[config.mk]
export PLATFORM = sky130hd
export DESIGN_NAME = mem_arbiter
export DESIGN_NICKNAME = d
export VERILOG_FILES = /design/src/rtl/riscv_pkg.sv /design/src/rtl/mem_arb_starve_cnt.sv /design/src/rtl/mem_arbiter.sv
export SDC_FILE = /design/constraint.sdc
export NUM_CORES = 1
export LEC_CHECK = 0
export ABC_AREA = 1
export BUFFER_PORTS_ARGS = -buffer_cell sky130_fd_sc_hd__buf_2
export CAP_MARGIN = 30
export CORE_AREA = 4 4 107 109
export DETAILED_ROUTE_END_ITERATION = 8
export DIE_AREA = 0 0 111 113
export PLACE_DENSITY_LB_ADDON = 0.25
export SLEW_MARGIN = 20
export SYNTH_ARGS = -nofsm -noshare
export SYNTH_HDL_FRONTEND = slang
export SYNTH_SLANG_ARGS = --single-unit
[constraint.sdc]
create_clock -name clk -period 3.7 [get_ports clk]
set_clock_uncertainty 0.1 [all_clocks]
set_input_delay 0 -clock clk [delete_from_list [all_inputs] [get_ports clk]]
set_output_delay 0 -clock clk [all_outputs]
set_load 0.02 [all_outputs]
[src/rtl/riscv_pkg.sv]
// Shared definitions for the pipeline memory arbiter.
// Contents:
//   XLEN             - data / address width of the core
//   WAIT_W           - width of the fetch anti-starvation counter
//   MAX_WAIT_DEFAULT - default number of denied fetch cycles before fetch is forced
//   resp_owner_e     - owner of the read response arriving next cycle
package riscv_pkg;

  localparam int XLEN             = 32;
  localparam int WAIT_W           = 4;
  localparam int MAX_WAIT_DEFAULT = 4;

  typedef enum logic [1:0] {
    RESP_NONE = 2'd0,
    RESP_IF   = 2'd1,
    RESP_D    = 2'd2
  } resp_owner_e;

endpackage

[src/rtl/mem_arb_starve_cnt.sv]
// Saturating counter of consecutive cycles in which the fetch port requested
// but was denied. When it reaches MAX_WAIT, force_if tells the arbiter to
// hand the memory to fetch for one cycle.
// Ports:
//   clk, rst  - clock, synchronous active-high reset
//   if_req    - fetch request this cycle
//   if_gnt    - fetch granted this cycle
//   force_if  - counter is at MAX_WAIT; fetch must win the next contention
//   wait_cnt  - current counter value
module mem_arb_starve_cnt
  import riscv_pkg::*;
#(
  parameter int MAX_WAIT = MAX_WAIT_DEFAULT
) (
  input  logic              clk,
  input  logic              rst,
  input  logic              if_req,
  input  logic              if_gnt,
  output logic              force_if,
  output logic [WAIT_W-1:0] wait_cnt
);

  localparam logic [WAIT_W-1:0] MAX_CNT = WAIT_W'(MAX_WAIT);

  always_ff @(posedge clk) begin
    if (rst) begin
      wait_cnt <= '0;
    end else if (if_req && !if_gnt) begin
      if (wait_cnt != MAX_CNT) begin
        wait_cnt <= wait_cnt + 1'b1;
      end
    end else begin
      // Fetch was served or stopped asking: the starvation streak is over.
      wait_cnt <= '0;
    end
  end

  assign force_if = (wait_cnt == MAX_CNT);

endmodule

[src/rtl/mem_arbiter.sv]
// Arbiter sharing one single-port unified memory between the fetch port and
// the data port of a five-stage pipeline. Grants are combinational; read data
// returns to the owner exactly one cycle after the grant. Data has priority,
// but fetch is forced through after MAX_WAIT consecutive denied cycles.
// Ports:
//   clk, rst              - clock, synchronous active-high reset
//   if_req_i / if_addr_i  - fetch read request and address
//   if_gnt_o              - fetch accepted this cycle
//   if_rvalid_o/if_rdata_o- fetch read response
//   d_req_i, d_we_i, d_wstrb_i, d_addr_i, d_wdata_i - data request
//   d_gnt_o               - data accepted this cycle
//   d_rvalid_o/d_rdata_o  - load response
//   mem_*_o / mem_rdata_i - memory access port (rdata valid one cycle later)
//   stall_if_o, stall_mem_o - stall requests for the losing requester
module mem_arbiter
  import riscv_pkg::*;
#(
  parameter int XLEN     = riscv_pkg::XLEN,
  parameter int MAX_WAIT = MAX_WAIT_DEFAULT
) (
  input  logic            clk,
  input  logic            rst,
  input  logic            if_req_i,
  input  logic [XLEN-1:0] if_addr_i,
  output logic            if_gnt_o,
  output logic            if_rvalid_o,
  output logic [XLEN-1:0] if_rdata_o,
  input  logic            d_req_i,
  input  logic            d_we_i,
  input  logic [3:0]      d_wstrb_i,
  input  logic [XLEN-1:0] d_addr_i,
  input  logic [XLEN-1:0] d_wdata_i,
  output logic            d_gnt_o,
  output logic            d_rvalid_o,
  output logic [XLEN-1:0] d_rdata_o,
  output logic            mem_req_o,
  output logic            mem_we_o,
  output logic [3:0]      mem_wstrb_o,
  output logic [XLEN-1:0] mem_addr_o,
  output logic [XLEN-1:0] mem_wdata_o,
  input  logic [XLEN-1:0] mem_rdata_i,
  output logic            stall_if_o,
  output logic            stall_mem_o
);

  logic              force_if;
  logic [WAIT_W-1:0] wait_cnt;
  resp_owner_e       resp_q;
  resp_owner_e       resp_next;

  mem_arb_starve_cnt #(
    .MAX_WAIT (MAX_WAIT)
  ) u_starve (
    .clk      (clk),
    .rst      (rst),
    .if_req   (if_req_i),
    .if_gnt   (if_gnt_o),
    .force_if (force_if),
    .wait_cnt (wait_cnt)
  );

  // Priority: data wins unless fetch is also asking and has starved long
  // enough. Nothing is granted while reset is held.
  assign d_gnt_o  = !rst && d_req_i && !(if_req_i && force_if);
  assign if_gnt_o = !rst && if_req_i && !d_gnt_o;

  assign stall_if_o  = if_req_i && !if_gnt_o;
  assign stall_mem_o = d_req_i && !d_gnt_o;

  // Memory port mux; all fields are zero when idle so the memory never sees
  // stale addresses or write data.
  always_comb begin
    mem_req_o   = 1'b0;
    mem_we_o    = 1'b0;
    mem_wstrb_o = 4'b0000;
    mem_addr_o  = '0;
    mem_wdata_o = '0;
    if (d_gnt_o) begin
      mem_req_o   = 1'b1;
      mem_we_o    = d_we_i;
      mem_wstrb_o = d_we_i ? d_wstrb_i : 4'b0000;
      mem_addr_o  = d_addr_i;
      mem_wdata_o = d_wdata_i;
    end else if (if_gnt_o) begin
      mem_req_o  = 1'b1;
      mem_addr_o = if_addr_i;
    end
  end

  // Response-owner FSM: rewritten every cycle, so back-to-back reads need no
  // idle cycle. Stores produce no response.
  always_ff @(posedge clk) begin
    if (rst) begin
      resp_q <= RESP_NONE;
    end else begin
      resp_q <= resp_next;
    end
  end

  always_comb begin
    resp_next = RESP_NONE;
    if (if_gnt_o) begin
      resp_next = RESP_IF;
    end else if (d_gnt_o && !d_we_i) begin
      resp_next = RESP_D;
    end
  end

  // Gating with rst drops a read whose response would land in a reset cycle.
  assign if_rvalid_o = !rst && (resp_q == RESP_IF);
  assign d_rvalid_o  = !rst && (resp_q == RESP_D);
  assign if_rdata_o  = if_rvalid_o ? mem_rdata_i : '0;
  assign d_rdata_o   = d_rvalid_o ? mem_rdata_i : '0;

endmodule

==> results of run 1 <==
[per-layer routing]
metal | track usage, % | vias to the layer above
met5 | 0 | -
met4 | 1.97 | 0
met3 | 4.33 | 5
met2 | 23.0 | 153
met1 | 11.2 | 1202
li1 | - | 1507
[critical path, stage by stage (launching register included)]
cell and delay (ps):
dfxtp_1 390, inv_1 60, ha_1 260, nand4_4 110, buf_4 340, nand2_4 460, inv_1 280, nor2_1 60
buf_2 160
[where the power goes]
part           leakage [uW]  switching, uW  internal [uW]
sequential        0.0000489           1.10           66.6
clock             0.0000216           32.5           70.3
combinational       0.00224            181            118
total               0.00232            214            255
[Yosys cell counts, drive strengths merged]
library cell | count | area share (%)
nor2 | 110 | 27
clkbuf | 1 | 0.24
and3 | 1 | 0.40
buf | 22 | 7.8
xnor2 | 1 | 0.57
dfxtp | 6 | 7.8
ha | 2 | 1.6
nand4 | 3 | 2.2
nand3 | 68 | 22
inv | 76 | 18
nand2 | 41 | 10
a21oi | 4 | 1.3
[cells by family after synthesis]
group,after synthesis
AND/OR/NAND/NOR,223
adder cells (fa/ha/maj),2
flip-flops,6
AO/OA/AOI/OAI,4
XOR/XNOR,1
buffers and inverters,99
[registers in the layout, summed over array words and instances (netlist names)]
| signal | cells |
|---|---|
| u_starve.wait_cnt | 4 |
| resp_q | 2 |
[through the flow]
stage / utilization [%] / hold slack (ps) / instances / setup slack [ps] / cell area [um2]
finish: 29.0 / 55.2 / 735 / 1240 / 3080
global route: 29.0 / 72.7 / 735 / 1030 / 3080
CTS: 29.0 / 50.3 / 735 / 1240 / 3080
detailed placement: 28.6 / 157 / 731 / 1480 / 3030
global placement: 28.3 / 150 / 730 / 1540 / 3000
floorplan: - / -27.6 / 335 / 2200 / 1550
[final cells by class]
| type | instances | area, um2 |
|---|---|---|
| clock buffers | 3 | 41.3 |
| inverters | 76 | 285 |
| multi-input cells | 230 | 1020 |
| flip-flops and latches | 6 | 120 |
| well taps | 140 | 175 |
| repair buffers | 280 | 1430 |
| fillers | 1218 | 7520 |
[final timing paths]
check	from	end	slack, ps	cells after the start
hold / removal	if_req_i	u_starve.wait_cnt[2]$_SDFFE_PP0P_	60	3
hold reg to reg	u_starve.wait_cnt[3]$_SDFFE_PP0P_	u_starve.wait_cnt[3]$_SDFFE_PP0P_	390	2
setup / recovery	u_starve.wait_cnt[0]$_SDFFE_PP0P_	if_gnt_o	1240	8
setup reg to reg	u_starve.wait_cnt[0]$_SDFFE_PP0P_	resp_q[0]$_SDFF_PP0_	1510	7
==> impl_metrics.csv, run 1 <==
group,metric,value,unit
timing,fin_crit,2460,ps
clock_network,clkSinkCount,6,
die,fp.coreArea,0.0106,mm2
final_layout,antenna-diode-count,0,
die,chipHeight,113,um
final_layout,nNetsFinal,736,
die,io-pin-count,277,
timing,worstMarginPinSlew,793,ps
route,routed_wirelength,8050,um
setup_path,worst_setup_ep_type,"output port",
timing,final-hold-violation-count,0,
hold_path,min_path_type,"input pin to flip-flop",
die,rows,38,
setup_path,worstPathMaxFanout,73,
clock_network,cts_tree,"yes",
pwr,leakage,0.00232,uW
global_routing,grtUsageTotal,11.4,%
synth,post_synth_mux_area_share,0,%
clock_network,clkLatencyLatePin,230,ps
route,detailedRoute.firstIterationViolations,92,
placed_design,place_congestion,0.806,
synth,synth_cell_type_count,18,
synth,synth.yosys.seq_area_share,7.76,%
global_routing,grt_first_pass_wirelength,12300,um
timing,slew-limit-headroom,47.0,%
route,first_pass_iters,4,
synth,synth_simple_gate_area_share,62.3,%
synth,main_combinational_cell_family_by_area_after_synthesis,"simple AND/OR/NAND/NOR gates",
pwr,power.ir.vdd_worst,92.2,uV
global_routing,grt_start_max_net_pins,74,
setup_path,type_of_origin_of_the_critical_path,"flip-flop",
route,route.detailed.drc,0,
die,die_area,0.0125,mm2
final_layout,drive_gt1_share,48.4,%
timing,timing.final.max_slew_violations,0,
route,met2_length,4250,um
clock_network,cts.reportedPaths.clkPinSlew,40,ps
job,number_of_max_capacitance_violations_reported,0,
clock_network,cts_root_buffer,"clkbuf_8",
synth,yosys_register_bits,6,
route,top_routing_layer_used,"met4",
pwr,finalPower,469,uW
synth,synth_xor_area_share,0.566,%
global_routing,grt_antenna_before_repair,0,
setup_path,crit_required,3600,ps
clock_network,htree_num_levels,1,
setup_path,critPathKind,"flip-flop to output port",
clock_network,cts-resized-gates,0,
die,die_width,111,um
timing,setup_repair_after_global_routing_missed_its_margin,"no",
route,wl_met3,882,um
synth,mappedNetlistArea,0.00155,mm2
timing,fmaxAchievable,407,MHz
final_layout,final_cell_mix,"276 x buf_2, 108 x nor2_1, 75 x inv_1",
timing,min_period_over_period,66.4,%
route,wl_met1,2860,um
synth,synthesis.area_per_instance,4.62,um2
synth,yosysWarningCount,0,
pwr,cellPowerDensity,152,mW/mm2
route,drt.antenna.violating_nets,0,
clock_network,cts_buffer_depth,2,
route,routed-via-count,2867,
status,status,"finished, final reports clean",
final_layout,layout_commonest_cell,"buf_2",
die,initial_core_util,14.6,%
global_routing,globalRoute.totalOverflow,0,
synth,synth_compound_area_share,1.29,%
route,route.detailed.wl_per_inst,10.9,um
synth,synth_nets,474,
timing,fin_setup_tns,0,ps
final_layout,syn_to_final_growth,98.9,%
synth,synthesis.instances,335,
clock_network,numCtsBuffers,3,
placed_design,placement.io_buffers,276,
timing,finalSetupViolCount,0,
clock_network,post-cts-setup-buffers,0,
synth,post_synth_fa_ha_maj_area_fraction,1.62,%
setup_path,worst-endpoint-arrival,2360,ps
route,avgViaCountPerCell,3.90,
global_routing,via_count_of_the_first_global_routing_pass,2712,
placed_design,place.detailed.hpwl,6750,um
clock_network,hold_buffer_count_at_cts,1,
No activity file was read; power rests on OpenSTA's default activity.
==> run 2, diff against run 1 <==
- CORE_AREA: 4 4 107 109 -> 4 4 104 106
- DIE_AREA: 0 0 111 113 -> 0 0 108 110
- clock period: 3.7 -> 2.6 ns (I/O delays scaled with it)
==> run 2 against run 1 <==
Global-route usage grew 1.6 points; flip-flop and latch count unchanged; via count rose by 3.4%; wire length up 12%; largest cell class unchanged; highest routed layer is now met5.
==> impl_metrics.csv, run 2 (synthesis results as in run 1) <==
group,metric,value,unit
timing,fin_setup_tns,0,ps
setup_path,critPathKind,"flip-flop to output port",
global_routing,grtUsageTotal,13.0,%
setup_path,worst-endpoint-arrival,2000,ps
timing,finalSetupViolCount,0,
global_routing,grt_antenna_before_repair,1,
placed_design,place_congestion,0.795,
pwr,leakage,0.00233,uW
pwr,cellPowerDensity,218,mW/mm2
timing,setup_repair_after_global_routing_missed_its_margin,"no",
die,chipHeight,110,um
setup_path,critical_path.slowest_cell,"nand2_4",
final_layout,largestRegisters,"u_starve.wait_cnt (4), resp_q (2)",
die,rows,36,
final_layout,drive_gt1_share,48.5,%
route,routed-via-count,2964,
final_layout,top_register,"u_starve.wait_cnt",
clock_network,cts_buffer_depth,2,
route,drt.antenna.violating_nets,0,
die,initial_core_util,15.8,%
timing,fin_crit,2100,ps
final_layout,syn_to_final_growth,99.5,%
timing,timing.final.max_slew_violations,0,
route,route.detailed.wl_per_inst,12.4,um
job,number_of_max_capacitance_violations_reported,0,
die,die_width,108,um
setup_path,cpLargestDelayFamily,"simple AND/OR/NAND/NOR gates",
global_routing,grt_first_pass_wirelength,12400,um
route,route.detailed.drc,0,
clock_network,post-cts-setup-buffers,0,
route,first_pass_iters,4,
placed_design,placement.io_buffers,276,
final_layout,fillerInstances,1135,
setup_path,chain_of_cells_forming_the_critical_path,"inv_1, ha_1, nand4_4, nand2_4, buf_4, nor2_1, buf_2",
route,detailedRoute.firstIterationViolations,199,
setup_path,slowest_delay,420,ps
status,status,"finished, final reports clean",
final_layout,final_cell_mix,"276 x buf_2, 108 x nor2_1, 75 x inv_1",
clock_network,cts-resized-gates,0,
die,die_area,0.0119,mm2
timing,final-hold-violation-count,0,
final_layout,largest_register_ff_count,4,
timing,fmaxAchievable,477,MHz
timing,setup_slack,503,ps
route,avgViaCountPerCell,4.05,
timing,worstMarginPinSlew,533,ps
global_routing,via_count_of_the_first_global_routing_pass,2663,
final_layout,antenna-diode-count,0,
clock_network,clkLatencyLatePin,220,ps
die,io-pin-count,277,
clock_network,htree_num_levels,1,
setup_path,worstPathMaxFanout,54,
hold_path,min_path_type,"input pin to flip-flop",
setup_path,worst-path-buf-inv,3,
final_layout,nNetsFinal,739,
timing,min_period_over_period,80.7,%
setup_path,worst_setup_ep_type,"output port",
global_routing,globalRoute.totalOverflow,0,
clock_network,clkSinkCount,6,
setup_path,crit_required,2500,ps
clock_network,cts.reportedPaths.clkPinSlew,40,ps
die,fp.coreArea,0.00977,mm2
route,routed_wirelength,9040,um
final_layout,layout_commonest_cell,"buf_2",
clock_network,numCtsBuffers,3,
pwr,power.ir.vdd_worst,108,uV
clock_network,cts_tree,"yes",
clock_network,cts_root_buffer,"clkbuf_8",
setup_path,type_of_origin_of_the_critical_path,"flip-flop",
timing,slew-limit-headroom,64.5,%
placed_design,place_worst_setup_slack,728,ps
placed_design,place.detailed.hpwl,7800,um
global_routing,grt_start_max_net_pins,55,
-- run 2: final timing paths --
kind | from | end | slack, ps | depth (start not counted)
max | u_starve.wait_cnt[1]$_SDFFE_PP0P_ | mem_wdata_o[4] | 500 | 7
min | if_req_i | u_starve.wait_cnt[1]$_SDFFE_PP0P_ | 40 | 3
max reg2reg | u_starve.wait_cnt[1]$_SDFFE_PP0P_ | resp_q[0]$_SDFF_PP0_ | 910 | 6
min reg2reg | u_starve.wait_cnt[3]$_SDFFE_PP0P_ | u_starve.wait_cnt[3]$_SDFFE_PP0P_ | 410 | 2
-- run 2: tightest hold or removal path: cells and delay by family --
family                 cells  cell delay (ps)
AOI/OAI and AO/OA          1               50
and+or+nand+nor            1              130
buffers and inverters      1              140
-- run 2: metal layers --
layer | GRT usage (%) | share of wire, % | up-vias
met5 | 0 | 0.12 | -
met4 | 5.23 | 2.6 | 2
met3 | 3.38 | 11 | 18
met2 | 25.8 | 53 | 181
met1 | 12.7 | 33 | 1248
li1 | - | - | 1515
-- run 2: report_power, final --
part           internal, uW  switching (uW)  total (uW)  leakage (uW)
Combinational           170             262         432       0.00226
Clock                  99.8            43.5         143     0.0000216
Sequential             94.8            1.38        96.2     0.0000489
Total                   365             307         672       0.00233
-- run 2: layout make-up --
| cell class | instances | area, um2 | share of cell area, % |
|---|---|---|---|
| clock buffers | 3 | 41.3 | 1.34 |
| inverters | 76 | 285 | 9.24 |
| multi-input cells | 230 | 1020 | 33.0 |
| flip-flops and latches | 6 | 120 | 3.89 |
| well taps | 133 | 166 | 5.39 |
| repair buffers | 283 | 1460 | 47.2 |
-- run 2: per-stage QoR --
| step | total power, uW | instance area (um2) | hold WS [ps] | cells | util (%) |
|---|---|---|---|---|---|
| detailed placement | 528 | 3010 | 167 | 726 | 30.8 |
| floorplan | 330 | 1550 | -27.6 | 335 | - |
| global route | 723 | 3090 | 75.6 | 731 | 31.6 |
| finish | 672 | 3090 | 41.8 | 731 | 31.6 |
| CTS | 676 | 3060 | 40.2 | 730 | 31.3 |
| global placement | 526 | 3010 | 167 | 726 | 30.8 |
-- run 2: timing repair --
| item | CTS | global route |
|---|---|---|
| setup endpoints to repair | 0 | 0 |
| hold buffers | 1 | 0 |
| hold endpoints to repair | 1 | 0 |
==> run 3, diff against run 2 <==
- CORE_AREA: 4 4 104 106 -> 4 4 105 107
- DIE_AREA: 0 0 108 110 -> 0 0 109 111
- clock period: 2.6 -> 1.7 ns (I/O delays scaled with it)
==> run 3 against run 2 <==
Sequential power increased by 52%; combinational power rose by 67%; critical path depth grew 1; via count is 1.2% lower; clock power up 55%; design area grew 8.7%; wire length fell by 7.7%; setup slack worse by 450 ps; sequential share of layout area fell by 0.27 points; first-iteration DRC count down 47%; largest power group unchanged; cell count grew 1.9%.
==> impl_metrics.csv, run 3 (synthesis results as in run 1) <==
group,metric,value,unit
placed_design,placedCellCount,734,
final_layout,finish.utilization,33.1,%
clock_network,clkSinkCount,6,
final_layout,antenna-diode-count,0,
final_layout,syn_to_final_growth,117,%
pwr,pwr-share-comb,66.2,%
final_layout,largestRegisters,"u_starve.wait_cnt (4), resp_q (2)",
timing,min_period_over_period,97.0,%
setup_path,worst_r2r_startpoint,"u_starve.wait_cnt[0]$_SDFFE_PP0P_",
timing,setup_repair_after_global_routing_missed_its_margin,"yes",
global_routing,globalRoute.totalOverflow,0,
placed_design,placement.io_buffers,276,
setup_path,crit_required,1600,ps
clock_network,htree_num_levels,1,
die,io-pin-count,277,
global_routing,grtUsageTotal,11.6,%
placed_design,place_congestion,0.738,
clock_network,cts.reportedPaths.clkPinSlew,40,ps
setup_path,worst_setup_path_start,"u_starve.wait_cnt[0]$_SDFFE_PP0P_",
pwr,switching_share,44.0,%
timing,finalSetupViolCount,0,
placed_design,place.detailed.hpwl,6750,um
route,avgViaCountPerCell,3.93,
die,die_width,109,um
final_layout,largest_register_ff_count,4,
clock_network,clkLatencyLatePin,220,ps
route,route.detailed.drc,0,
pwr,cellPowerDensity,325,mW/mm2
final_layout,top_register,"u_starve.wait_cnt",
die,rows,37,
clock_network,cts_root_buffer,"clkbuf_8",
route,route.detailed.wl_per_inst,11.2,um
timing,timing.final.max_slew_violations,0,
clock_network,cts_buffer_depth,2,
route,routed-via-count,2928,
pwr,leakage,0.00243,uW
job,number_of_max_capacitance_violations_reported,0,
global_routing,via_count_of_the_first_global_routing_pass,2598,
timing,worstMarginPinSlew,446,ps
pwr,netSwitchingPower,479,uW
status,status,"finished, final reports clean",
final_layout,layout_commonest_cell,"buf_2",
route,first_pass_iters,4,
route,routed_wirelength,8350,um
timing,final-hold-violation-count,0,
timing,fin_crit,1650,ps
global_routing,grt_first_pass_wirelength,11600,um
die,die_area,0.0121,mm2
clock_network,cts_tree,"yes",
final_layout,nNetsFinal,750,
hold_path,timing.hold.worst.start,"if_req_i",
route,drt.antenna.violating_nets,0,
final_layout,final_cell_mix,"250 x buf_2, 106 x nor2_1, 73 x inv_1",
die,initial_core_util,15.3,%
route,detailedRoute.firstIterationViolations,105,
hold_path,min_path_type,"input pin to flip-flop",
timing,fmaxAchievable,606,MHz
global_routing,grt_antenna_before_repair,0,
final_layout,drive_gt1_share,50.4,%
setup_path,worst_setup_ep_type,"output port",
pwr,clkPwrFrac,20.4,%
global_routing,grt_start_max_net_pins,38,
setup_path,type_of_origin_of_the_critical_path,"flip-flop",
pwr,power.ir.vdd_worst,137,uV
clock_network,numCtsBuffers,3,
setup_path,worstPathMaxFanout,18,
timing,slew-limit-headroom,70.2,%
pwr,p_int,610,uW
pwr,share_seq_of_total_power,13.4,%
setup_path,critPathKind,"flip-flop to output port",
setup_path,worst-endpoint-arrival,1550,ps
die,chipHeight,111,um
final_layout,stdcell_count,745,
die,fp.coreArea,0.0101,mm2
-- run 3: power groups by stage --
stage / combinational (uW) / sequential (uW) / clock (uW)
after floorplan: 355 / 149 / 0
after global placement: 665 / 148 / 0
after detailed placement: 671 / 148 / 0
after CTS: 690 / 146 / 227
after global routing: 786 / 146 / 234
final: 721 / 146 / 222
-- run 3: final timing paths --
check,slack [ps],depth (start not counted),end
worst max register to register,280,7,u_starve.wait_cnt[3]$_SDFFE_PP0P_
worst min-delay path,50,3,u_starve.wait_cnt[2]$_SDFFE_PP0P_
worst min register to register,400,2,u_starve.wait_cnt[3]$_SDFFE_PP0P_
worst max-delay path,50,8,mem_wdata_o[19]
-- run 3: per-layer routing --
layer	vias up	track usage, %	wire, um
met5	-	0	0
met4	0	3.03	87
met3	6	2.50	859
met2	153	24.2	4480
met1	1230	10.9	2920
li1	1539	-	-
-- run 3: worst max-delay path, stage by stage, from the launching register on --
cell and delay [ps]:
dfxtp_1 320, inv_1 60, ha_4 170, nand4_4 100, nand2_8 100, buf_12 160, clkbuf_16 160, nor2_1 80
buf_2 170
-- run 3: metrics by stage --
stage,hold WS [ps],total power (uW),setup slack (ps),setup TNS (ps),instance area (um2)
6_report,53.2,1090,50.3,0,3360
5_1_grt,72.4,1170,-31.2,-201,3360
4_1_cts,58.4,1060,17.5,0,3190
3_5_place_dp,147,819,163,0,3090
3_3_place_gp,139,814,190,0,3090
2_1_floorplan,-27.6,504,196,0,1550
-- run 3: timing repair --
item | 4_1_cts | 5_1_grt
hold buffers | 1 | 0
cloned | 1 | 2
pin swaps | 0 | 4
gates resized for setup | 4 | 30
setup endpoints to repair | 11 | 48
hold endpoints to repair | 1 | 0
setup buffers | 0 | 4
-- run 3: final cells by class --
| cell class | count | area, um2 |
|---|---|---|
| fillers | 1119 | 6780 |
| repair buffers | 294 | 1690 |
| multi-input cells | 230 | 1040 |
| inverters | 76 | 285 |
| well taps | 136 | 170 |
| flip-flops and latches | 6 | 121 |
| clock buffers | 3 | 41.3 |
